$ cat config.mk
export PLATFORM = sky130hd
export DESIGN_NAME = floating_point_adder
export DESIGN_NICKNAME = d
export VERILOG_FILES = /design/src/rtl/fp16_pkg.sv /design/src/rtl/fp16_lzc.sv /design/src/rtl/floating_point_adder.sv
export SDC_FILE = /design/constraint.sdc
export NUM_CORES = 1
export LEC_CHECK = 0
export CORE_ASPECT_RATIO = 1.5
export CORE_MARGIN = 8
export CORE_UTILIZATION = 55
export CTS_CLUSTER_SIZE = 28
export DETAILED_ROUTE_END_ITERATION = 12
export PLACE_DENSITY = 0.78
export SYNTH_ARGS = -nofsm -noshare
export SYNTH_HDL_FRONTEND = slang
export SYNTH_HIERARCHICAL = 1
export SYNTH_SLANG_ARGS = --single-unit
$ cat constraint.sdc
create_clock -name clk -period 4.8 [get_ports clk]
set_input_delay 1.2 -clock clk [delete_from_list [all_inputs] [get_ports clk]]
set_output_delay 1.2 -clock clk [all_outputs]
set_load 0.005 [all_outputs]
$ cat src/rtl/fp16_pkg.sv
// ============================================================================
// Module   : fp16_pkg
// Brief    : Shared binary16 format constants and adder state encoding.
// Revision : 1.0 - initial release
// ============================================================================
`default_nettype none

package fp16_pkg;

  localparam int EXP_W   = 5;
  localparam int FRAC_W  = 10;
  localparam int BIAS    = 15;
  localparam int EXP_MAX = 31;

  localparam logic [15:0] CANON_NAN = 16'h7E00;

  typedef enum logic [2:0] {
    IDLE  = 3'd0,
    ALIGN = 3'd1,
    ADD   = 3'd2,
    NORM  = 3'd3,
    DONE  = 3'd4
  } state_t;

endpackage

`default_nettype wire

$ cat src/rtl/fp16_lzc.sv
// ============================================================================
// Module   : fp16_lzc
// Brief    : 14-bit leading-zero counter (returns 14 for an all-zero input).
// Revision : 1.0 - initial release
// ============================================================================
`default_nettype none

module fp16_lzc (
  input  logic [13:0] value,
  output logic [3:0]  count
);

  // Later (higher) set bits overwrite earlier ones, so the MSB-most one wins.
  always_comb begin
    count = 4'd14;
    for (int i = 0; i < 14; i++) begin
      if (value[i]) count = 4'(13 - i);
    end
  end

endmodule

`default_nettype wire

$ cat src/rtl/floating_point_adder.sv
// ============================================================================
// Module   : floating_point_adder
// Brief    : Multi-cycle binary16 adder, flush-to-zero, round-to-nearest-even.
// Revision : 1.0 - initial release
// ============================================================================
`default_nettype none

module floating_point_adder
  import fp16_pkg::*;
(
  input  logic        clk,
  input  logic        rst_n,
  input  logic        add,
  input  logic [15:0] number1,
  input  logic [15:0] number2,
  output logic [15:0] result,
  output logic        ready
);

  // hidden bit + fraction + guard/round/sticky
  localparam int SIG_W = FRAC_W + 4;

  state_t             r_state;
  logic [15:0]        r_op_a, r_op_b;
  logic               r_sign, r_sub, r_special;
  logic [15:0]        r_special_val;
  logic [EXP_W-1:0]   r_exp;
  logic [SIG_W-1:0]   r_sig_a, r_sig_b;
  logic [SIG_W:0]     r_sum;

  logic               w_a_zero, w_b_zero, w_a_nan, w_b_nan, w_a_inf, w_b_inf;
  logic               w_swap, w_small_zero, w_lost, w_special;
  logic [15:0]        w_big, w_special_val;
  logic [14:0]        w_small, w_mag_a, w_mag_b;
  logic [EXP_W-1:0]   w_diff;
  logic [SIG_W-1:0]   w_small_ext, w_small_al;

  always_comb begin
    w_a_zero = (r_op_a[14:10] == 5'd0);
    w_b_zero = (r_op_b[14:10] == 5'd0);
    w_a_nan  = (&r_op_a[14:10]) && (|r_op_a[9:0]);
    w_b_nan  = (&r_op_b[14:10]) && (|r_op_b[9:0]);
    w_a_inf  = (&r_op_a[14:10]) && !(|r_op_a[9:0]);
    w_b_inf  = (&r_op_b[14:10]) && !(|r_op_b[9:0]);

    w_mag_a      = w_a_zero ? 15'd0 : r_op_a[14:0];
    w_mag_b      = w_b_zero ? 15'd0 : r_op_b[14:0];
    w_swap       = (w_mag_b > w_mag_a);
    w_big        = w_swap ? r_op_b : r_op_a;
    w_small      = w_swap ? r_op_a[14:0] : r_op_b[14:0];
    w_small_zero = w_swap ? w_a_zero : w_b_zero;

    // Shift amounts of 14+ push everything into the sticky bit via the mask.
    w_small_ext = w_small_zero ? '0 : {1'b1, w_small[9:0], 3'b000};
    w_diff      = w_big[14:10] - w_small[14:10];
    w_lost      = |(w_small_ext & ~({SIG_W{1'b1}} << w_diff));
    w_small_al  = (w_small_ext >> w_diff) | {{(SIG_W-1){1'b0}}, w_lost};

    w_special     = 1'b1;
    w_special_val = CANON_NAN;
    if (w_a_nan || w_b_nan || (w_a_inf && w_b_inf && (r_op_a[15] != r_op_b[15])))
      w_special_val = CANON_NAN;
    else if (w_a_inf)
      w_special_val = r_op_a;
    else if (w_b_inf)
      w_special_val = r_op_b;
    else if (w_a_zero && w_b_zero)
      w_special_val = {r_op_a[15] & r_op_b[15], 15'd0};
    else
      w_special = 1'b0;
  end

  logic [3:0]         w_lz;
  logic [SIG_W-1:0]   w_norm;
  logic [6:0]         w_exp_n, w_exp_f;
  logic               w_round_up;
  logic [FRAC_W+1:0]  w_mant;
  logic [FRAC_W-1:0]  w_frac;
  logic [15:0]        w_norm_res;

  fp16_lzc u_lzc (
    .value (r_sum[SIG_W-1:0]),
    .count (w_lz)
  );

  // Exponent is carried in 7 bits so underflow shows up as a negative value.
  always_comb begin
    if (r_sum[SIG_W]) begin
      w_norm  = {r_sum[SIG_W:2], r_sum[1] | r_sum[0]};
      w_exp_n = {2'b00, r_exp} + 7'd1;
    end else begin
      w_norm  = r_sum[SIG_W-1:0] << w_lz;
      w_exp_n = {2'b00, r_exp} - {3'b000, w_lz};
    end
    w_round_up = w_norm[2] & (w_norm[1] | w_norm[0] | w_norm[3]);
    w_mant     = {1'b0, w_norm[SIG_W-1:3]} + {{(FRAC_W+1){1'b0}}, w_round_up};
    w_frac     = w_mant[FRAC_W+1] ? w_mant[FRAC_W:1] : w_mant[FRAC_W-1:0];
    w_exp_f    = w_exp_n + {6'd0, w_mant[FRAC_W+1]};

    if (r_special)
      w_norm_res = r_special_val;
    else if (r_sum == '0)
      w_norm_res = 16'h0000;
    else if (w_exp_f[6] || (w_exp_f == 7'd0))
      w_norm_res = {r_sign, 15'd0};
    else if (w_exp_f >= 7'(EXP_MAX))
      w_norm_res = {r_sign, 5'h1F, 10'd0};
    else
      w_norm_res = {r_sign, w_exp_f[4:0], w_frac};
  end

  always_ff @(posedge clk or negedge rst_n) begin
    if (!rst_n) begin
      r_state       <= IDLE;
      result        <= 16'h0000;
      ready         <= 1'b0;
      r_op_a        <= '0;
      r_op_b        <= '0;
      r_sign        <= 1'b0;
      r_sub         <= 1'b0;
      r_special     <= 1'b0;
      r_special_val <= '0;
      r_exp         <= '0;
      r_sig_a       <= '0;
      r_sig_b       <= '0;
      r_sum         <= '0;
    end else begin
      case (r_state)
        IDLE: begin
          ready <= 1'b0;
          if (add) begin
            r_op_a  <= number1;
            r_op_b  <= number2;
            r_state <= ALIGN;
          end
        end
        ALIGN: begin
          r_sign        <= w_big[15];
          r_sub         <= r_op_a[15] ^ r_op_b[15];
          r_special     <= w_special;
          r_special_val <= w_special_val;
          r_exp         <= w_big[14:10];
          r_sig_a       <= {1'b1, w_big[9:0], 3'b000};
          r_sig_b       <= w_small_al;
          r_state       <= ADD;
        end
        ADD: begin
          r_sum   <= r_sub ? ({1'b0, r_sig_a} - {1'b0, r_sig_b})
                           : ({1'b0, r_sig_a} + {1'b0, r_sig_b});
          r_state <= NORM;
        end
        NORM: begin
          result  <= w_norm_res;
          ready   <= 1'b1;
          r_state <= DONE;
        end
        DONE: begin
          ready   <= 1'b0;
          r_state <= IDLE;
        end
        default: r_state <= IDLE;
      endcase
    end
  end

endmodule

`default_nettype wire

### After elaboration in Yosys (flattened, before gate mapping)

Index checks and enable logic that the tools add are counted.
Widths: inputs -> output; s select.

* add/sub/neg operators: 7
* multiply operators: 0
* div/mod/pow operators: 0
* magnitude comparators: 2
* equality and inequality tests: 6
* shift-type cells: 3
* multiplexer cells: 39
* bitwise operators: 9
* reduce and logical (&&, ||, !) cells: 25

Operators with widths (number)
* $mux 16: 7
* $mux 15: 6
* $mux 4: 8
* $mux 14: 2
* $reduce_or 10->1: 2
* $add 14x14->15: 1
* $gt 15x15->1: 1
* $logic_not 15->1: 1
* $mux 3: 5
* $sub 14x14->15: 1
* $and 14x14->14: 1
* $not 14->14: 1
* $or 14x1->14: 1
* $reduce_or 14->1: 1
* $shl 14x4->14: 1
* $shl 14x5->14 const A: 1
* $shr 14x5->14: 1
* $add 11x1->12: 1
* $pmux 3 s4: 1
* $logic_not 5->1: 2
* $mux 10: 1
* $reduce_and 5->1: 2
* $add 7x1->7: 1
* $ge 7x5->1 const B: 1
* 23 further kinds: 41

* register bits after elaboration: 116
* bits in latches: 0
* RAM bits: 0
* ROM bits: 0
* bits of input ports: 35
* output and inout port bits: 17
* logic and storage cells: 104
* memories kept: 0

### Depth between registers and ports, before layout

* word-level depth: 26
* depth in mapped cells: 25
* mapped depth without buffers: 23

### Hierarchy

Netlist, hierarchy kept.

Modules (own cells, without submodules)
* floating_point_adder: instances 1, cells each 954, area an instance 8491.9 um^2, sequential area each 2902.8 um^2
* fp16_lzc: instances 1, cells each 25, area an instance 146.4 um^2, sequential area each 0.0 um^2

### Least setup slack after synthesis

OpenSTA, ideal clock, no wires.

* path kind: register to register
* from: register r_op_a[13]
* to: register r_sig_b[0]
* setup time: 0.126 ns
* arrival: 4.951 ns
* data required time: 4.674 ns
* slack: -0.277 ns
* cell stages (with the launch flop): 24
* path buffers: 5
* clock period less this slack: 5.077 ns
* cells stage by stage: dfrtp_1 -> clkbuf_1 -> nor2_1 -> nand2_1 -> clkbuf_1 -> nand2_1 -> ha_1 -> nand4_1 -> a21oi_1 -> o31ai_2 -> a21oi_4 -> buf_2 -> buf_2 -> buf_1 -> mux2i_1 -> ha_1 -> a21oi_1 -> o21ai_1 -> a311oi_2 -> xnor2_2 -> mux2_4 -> o31ai_2 -> a32oi_1 -> o32a_1

* longest elaborated chain between the ends: 10
* elaborated cells on any way between the ends: 14
* classes of those cells: 1 x add/sub; 1 x order compare; 2 x shift; 5 x mux; 3 x bitwise; 2 x reduce/logical

Ends and longest elaborated chain
* start: declaration: line floating_point_adder.sv:24 `logic [15:0] r_op_a, r_op_b;`
* start signal: assignment: line floating_point_adder.sv:132 `r_op_a <= number1;`
* $logic_not 5->1: line floating_point_adder.sv:39 `w_a_zero = (r_op_a[14:10] == 5'd0);`
* $mux 15: line floating_point_adder.sv:46 `w_mag_a = w_a_zero ? 15'd0 : r_op_a[14:0];`
* $gt 15x15->1: line floating_point_adder.sv:48 `w_swap = (w_mag_b > w_mag_a);`
* $mux 16 / $mux 15 (equally long branches): line floating_point_adder.sv:49, floating_point_adder.sv:50
* $sub 5x5->5: line floating_point_adder.sv:55 `w_diff = w_big[14:10] - w_small[14:10];`
* $shl 14x5->14: line floating_point_adder.sv:56 `w_lost = |(w_small_ext & ~({SIG_W{1'b1}} << w_diff));`
* $not 14->14: line floating_point_adder.sv:56
* $and 14x14->14: line floating_point_adder.sv:56
* $reduce_or 14->1: line floating_point_adder.sv:56
* $or 14x1->14 (*): line floating_point_adder.sv:57 `w_small_al = (w_small_ext >> w_diff) | {{(SIG_W-1){1'b0}}, w_lost};`
* end signal: assignment: line floating_point_adder.sv:144 `r_sig_b <= w_small_al;`
* end: declaration: line floating_point_adder.sv:28 `logic [SIG_W-1:0] r_sig_a, r_sig_b;`

Mark *: on every way between the ends. The rest lies on a longest branch, timed or not.
A chain may end at the register's enable or synchronous reset.

### Final worst setup path

* from: register r_sum[1]
* to: register result[9]

* longest elaborated chain between the ends: 25
* elaborated cells on any way between the ends: 32
* classes of those cells: 3 x add/sub; 1 x order compare; 1 x shift; 20 x mux; 4 x bitwise; 3 x reduce/logical

Ends and longest elaborated chain
* start: declaration: line floating_point_adder.sv:29 `logic [SIG_W:0] r_sum;`
* start signal: assignment: line floating_point_adder.sv:148 `r_sum <= r_sub ? ({1'b0, r_sig_a} - {1'b0, r_sig_b})`
* $mux 2 (*): line fp16_lzc.sv:17 `if (value[i]) count = 4'(13 - i);`
* $mux 3 (*) (4 in series): line fp16_lzc.sv:17
* $mux 4 (*) (8 in series): line fp16_lzc.sv:17
* named net w_lz[1]: line floating_point_adder.sv:73 `logic [3:0] w_lz;`
* $shl 14x4->14: line floating_point_adder.sv:92 `w_norm = r_sum[SIG_W-1:0] << w_lz;`
* $mux 14: line floating_point_adder.sv:88 `if (r_sum[SIG_W]) begin`
* $or 1x1->1 (2 in series): line floating_point_adder.sv:95 `w_round_up = w_norm[2] & (w_norm[1] | w_norm[0] | w_norm[3]);`
* $and 1x1->1: line floating_point_adder.sv:95
* $add 11x1->12: line floating_point_adder.sv:96 `w_mant = {1'b0, w_norm[SIG_W-1:3]} + {{(FRAC_W+1){1'b0}}, w_round_up};`
* $add 7x1->7: line floating_point_adder.sv:98 `w_exp_f = w_exp_n + {6'd0, w_mant[FRAC_W+1]};`
* $ge 7x5->1 / $logic_not 7->1 (equally long branches): line floating_point_adder.sv:106, floating_point_adder.sv:104
* $mux 15 / $logic_or 1x1->1 (equally long branches): line floating_point_adder.sv:106, floating_point_adder.sv:104
* $mux 15 (*): line floating_point_adder.sv:104 `else if (w_exp_f[6] || (w_exp_f == 7'd0))`
* $mux 16 (*): line floating_point_adder.sv:102 `else if (r_sum == '0)`
* $mux 16 (*): line floating_point_adder.sv:100 `if (r_special)`
* end signal: assignment: line floating_point_adder.sv:153 `result <= w_norm_res;`
* end: declaration: line floating_point_adder.sv:16 `output logic [15:0] result,`

Mark *: on every way through the listed nets, which the timed path passes. The rest lies on a longest branch.

==> impl_results.md <==
* Async SR Flop Fraction at 100%
* # rows at 56
* Worst setup EP type: flop
* CP cell instances: buf_4, o21ai_1, nand3_1, a311oi_2, buf_12, mux4_2, a22o_1, o22a_1, ha_1, nand2_1, a211o_1, nor2_1, nand2_2, inv_1, ha_1, and3_1, or2_2, o21ai_2, a22oi_2, o311a_4, a221oi_2, nor2_1
* Drt first pass iters at 8
* CP max-delay cell: dfrtp_2
* Yosys reg bits at 116
* Post-synthesis compound-gate area fraction at 19.7%
* Most frequent cells in the layout: 112 x dfrtp_1, 109 x nand2_1, 69 x nor2_1
* Max Slew Vio Count at 0
* Vias post-DR at 7878
* HPWL after DPL at 17500 um
* Ys Warns at 6
* Placed cell area at 0.00950 mm^2
* Synth Area in XOR/XNOR at 2.82%
* Worst-Skew Late Latency at 0.43 ns
* Largest net degree at the start of global routing at 82
* Initial antenna violation count at 0
* Reg-to-reg startpoint: r_sum[1]
* Final setup TNS at 0 ns
* EDFF count, synth at 0
* Peak Freq at 210 MHz
* Mux cell area share after synthesis at 14.5%
* Tcrit/Tclk final at 99.0%
* Clock Tree Root: clkbuf_16
* Max Cap Viol at 0
* Global-route wire length before repair at 39400 um
* Fraction of layout cells with a size suffix above 1 at 17.2%
* Final #Nets at 1130
* Buf+Inv Stages, Crit Path at 3
* Finished Cell Area at 0.0103 mm^2
* Flop2flop setup slack at 0.05 ns
* Clk sinks at 116
* Vias in the first global route at 7994
* Clock transition at path regs at 0.06 ns
* Crit-path max FO at 15
* Outcome: finished clean
* Reg-to-Reg End: result[9]
* Sequential share of the synthesized area at 33.6%
* DRT antenna net count at 0
* Area Growth Syn to Fin at 19.8%
* Post-Syn Nets at 1065
* DR iter-0 viols at 483
* Final setup vio count at 0
* Total gr overflow at 0
* Synthesized cell area at 0.00864 mm^2
* Top post-synthesis cells by area: dfrtp_1 34%, ha_1 7.1%, mux2i_1 6.5%
* Chip height at 169 um
* GP Congestion at 0.941
* Final core utilization at 66.8%
* DRC viols at 0
* Via/cell ratio at 6.25
* Avg WL per Cell at 19.1 um
* Num CTS Buffers at 17
* Final clock skew at 0.00832 ns
* Worst Setup SP: r_sum[1]
* Final hold violation count at 0
* Final WL at 24100 um
* Critical Path Start Type: flop
* Clock buffer depth at 2
* Synth unique cells at 80
* Hold wc startpoint: r_special_val[8]
* Tot GR Track Use at 24.3%
* Initial core utilization at 55.8%
* Headroom to the max-slew limit at 31.8%
* Req. time, crit path at 5.11 ns
* Port bufs at 51
* Non-Filler Instances at 1260
* Worst hold path class: reg -> reg
* Boundary Pins at 52
* # diodes at 0
* Placed cell count at 1217
* Crit Path Class: reg -> reg
* CP max stage delay at 0.43 ns
* DIE WIDTH at 118 um
* Yosys top cell by area: dfrtp_1
* Period minus WS final at 4.75 ns
* Most common cell after layout, fill and taps aside: dfrtp_1
* WHS Endpoint: r_special_val[8]
* TritonCTS clock tree: done
* Ys flop type: dfrtp_1
* Least-Margin Pin Slew at 1.02 ns
* CP delay by family, top: compound AO/OA/AOI/OAI gates
* Post-Synthesis Cells at 979
* Post-Syn Area per Cell at 8.82 um^2
* Area share of the largest cell type after synthesis at 33.6%
* CP arrival at 5.07 ns
* Adder-cell share of the synthesized area at 7.68%
* R2R depth at 22
* Combinational family with the most area after synthesis: compound AO/OA/AOI/OAI gates
* Die area at 0.0201 mm^2
* Hold path depth at 1
* Simple-gate portion of the synthesized area at 17.2%
* Core area at 0.0155 mm^2
* H-tree depth at 4
-- logic make-up after synthesis --
group	after synthesis
xor gates and xnor gates	27
adders and majority gates	52
and+or+nand+nor	315
AOI/OAI and AO/OA	263
muxes	107
buffers and inverters	99
DFF	116
-- worst max path at each step --
| stage | endpoint | slack, ns | depth (start not counted) |
|---|---|---|---|
| 2_1_floorplan | r_sig_b[0] | 0.01 | 22 |
| 3_3_place_gp | result[9] | 0.23 | 22 |
| 3_5_place_dp | result[9] | 0.05 | 22 |
| 4_1_cts | result[9] | 0.01 | 22 |
| 5_1_grt | result[4] | -0.11 | 22 |
| 6_report | result[9] | 0.05 | 22 |
-- registers in the layout, summed over array words and instances (netlist names), 3 cells and up --
register,flops
r_op_a,16
r_op_b,16
r_special_val,16
result,16
r_sum,15
r_sig_b,14
r_sig_a,11
r_exp,5
r_state,3
-- layer usage --
| layer | share of wire, % | wire [um] | global-route usage (%) |
|---|---|---|---|
| met1 | 36 | 8730 | 24.1 |
| met2 | 54 | 13000 | 45.2 |
| met3 | 4.4 | 1060 | 4.46 |
| met5 | 0 | 0 | 0 |
| met4 | 5.2 | 1260 | 16.2 |
-- synthesized netlist by cell type (11+ instances only) --
cell type  instances
dfrtp_1          116
nand2_1          111
nor2_1            71
o21ai_0           71
a21oi_1           61
mux2i_1           56
ha_1              49
inv_1             44
mux2_2            40
clkbuf_1          39
nor3_1            31
and2_1            25
nand3_1           22
xnor2_1           18
a31oi_1           15
o22ai_1           12
o21a_1            11
-- repair_timing --
action / in CTS / in global routing
setup buffers: 0 / 10
gates resized for setup: 0 / 30
endpoints found under the setup margin: 0 / 14
hold endpoints to repair: 0 / 0
hold buffers: 0 / 0
-- metrics by stage --
step / hold WS [ns] / worst slack, ns
final: 0.483 / 0.0466
after CTS: 0.483 / 0.0145
after detailed placement: 0.464 / 0.0500
after global routing: 0.498 / -0.106
after floorplan: 0.445 / 0.0124
after global placement: 0.463 / 0.228
-- layout make-up --
cell class,instances,area [um^2]
multi-input cells,764,5480
fillers,1221,5130
flip-flops and latches,116,2910
repair buffers,99,911
clock buffers,18,439
well taps,203,254
clock inverters,14,190
inverters,46,173
Power is left out: the tool's default activity adds up to more than one toggle a clock period on the data nets, which glitch-free logic cannot reach.
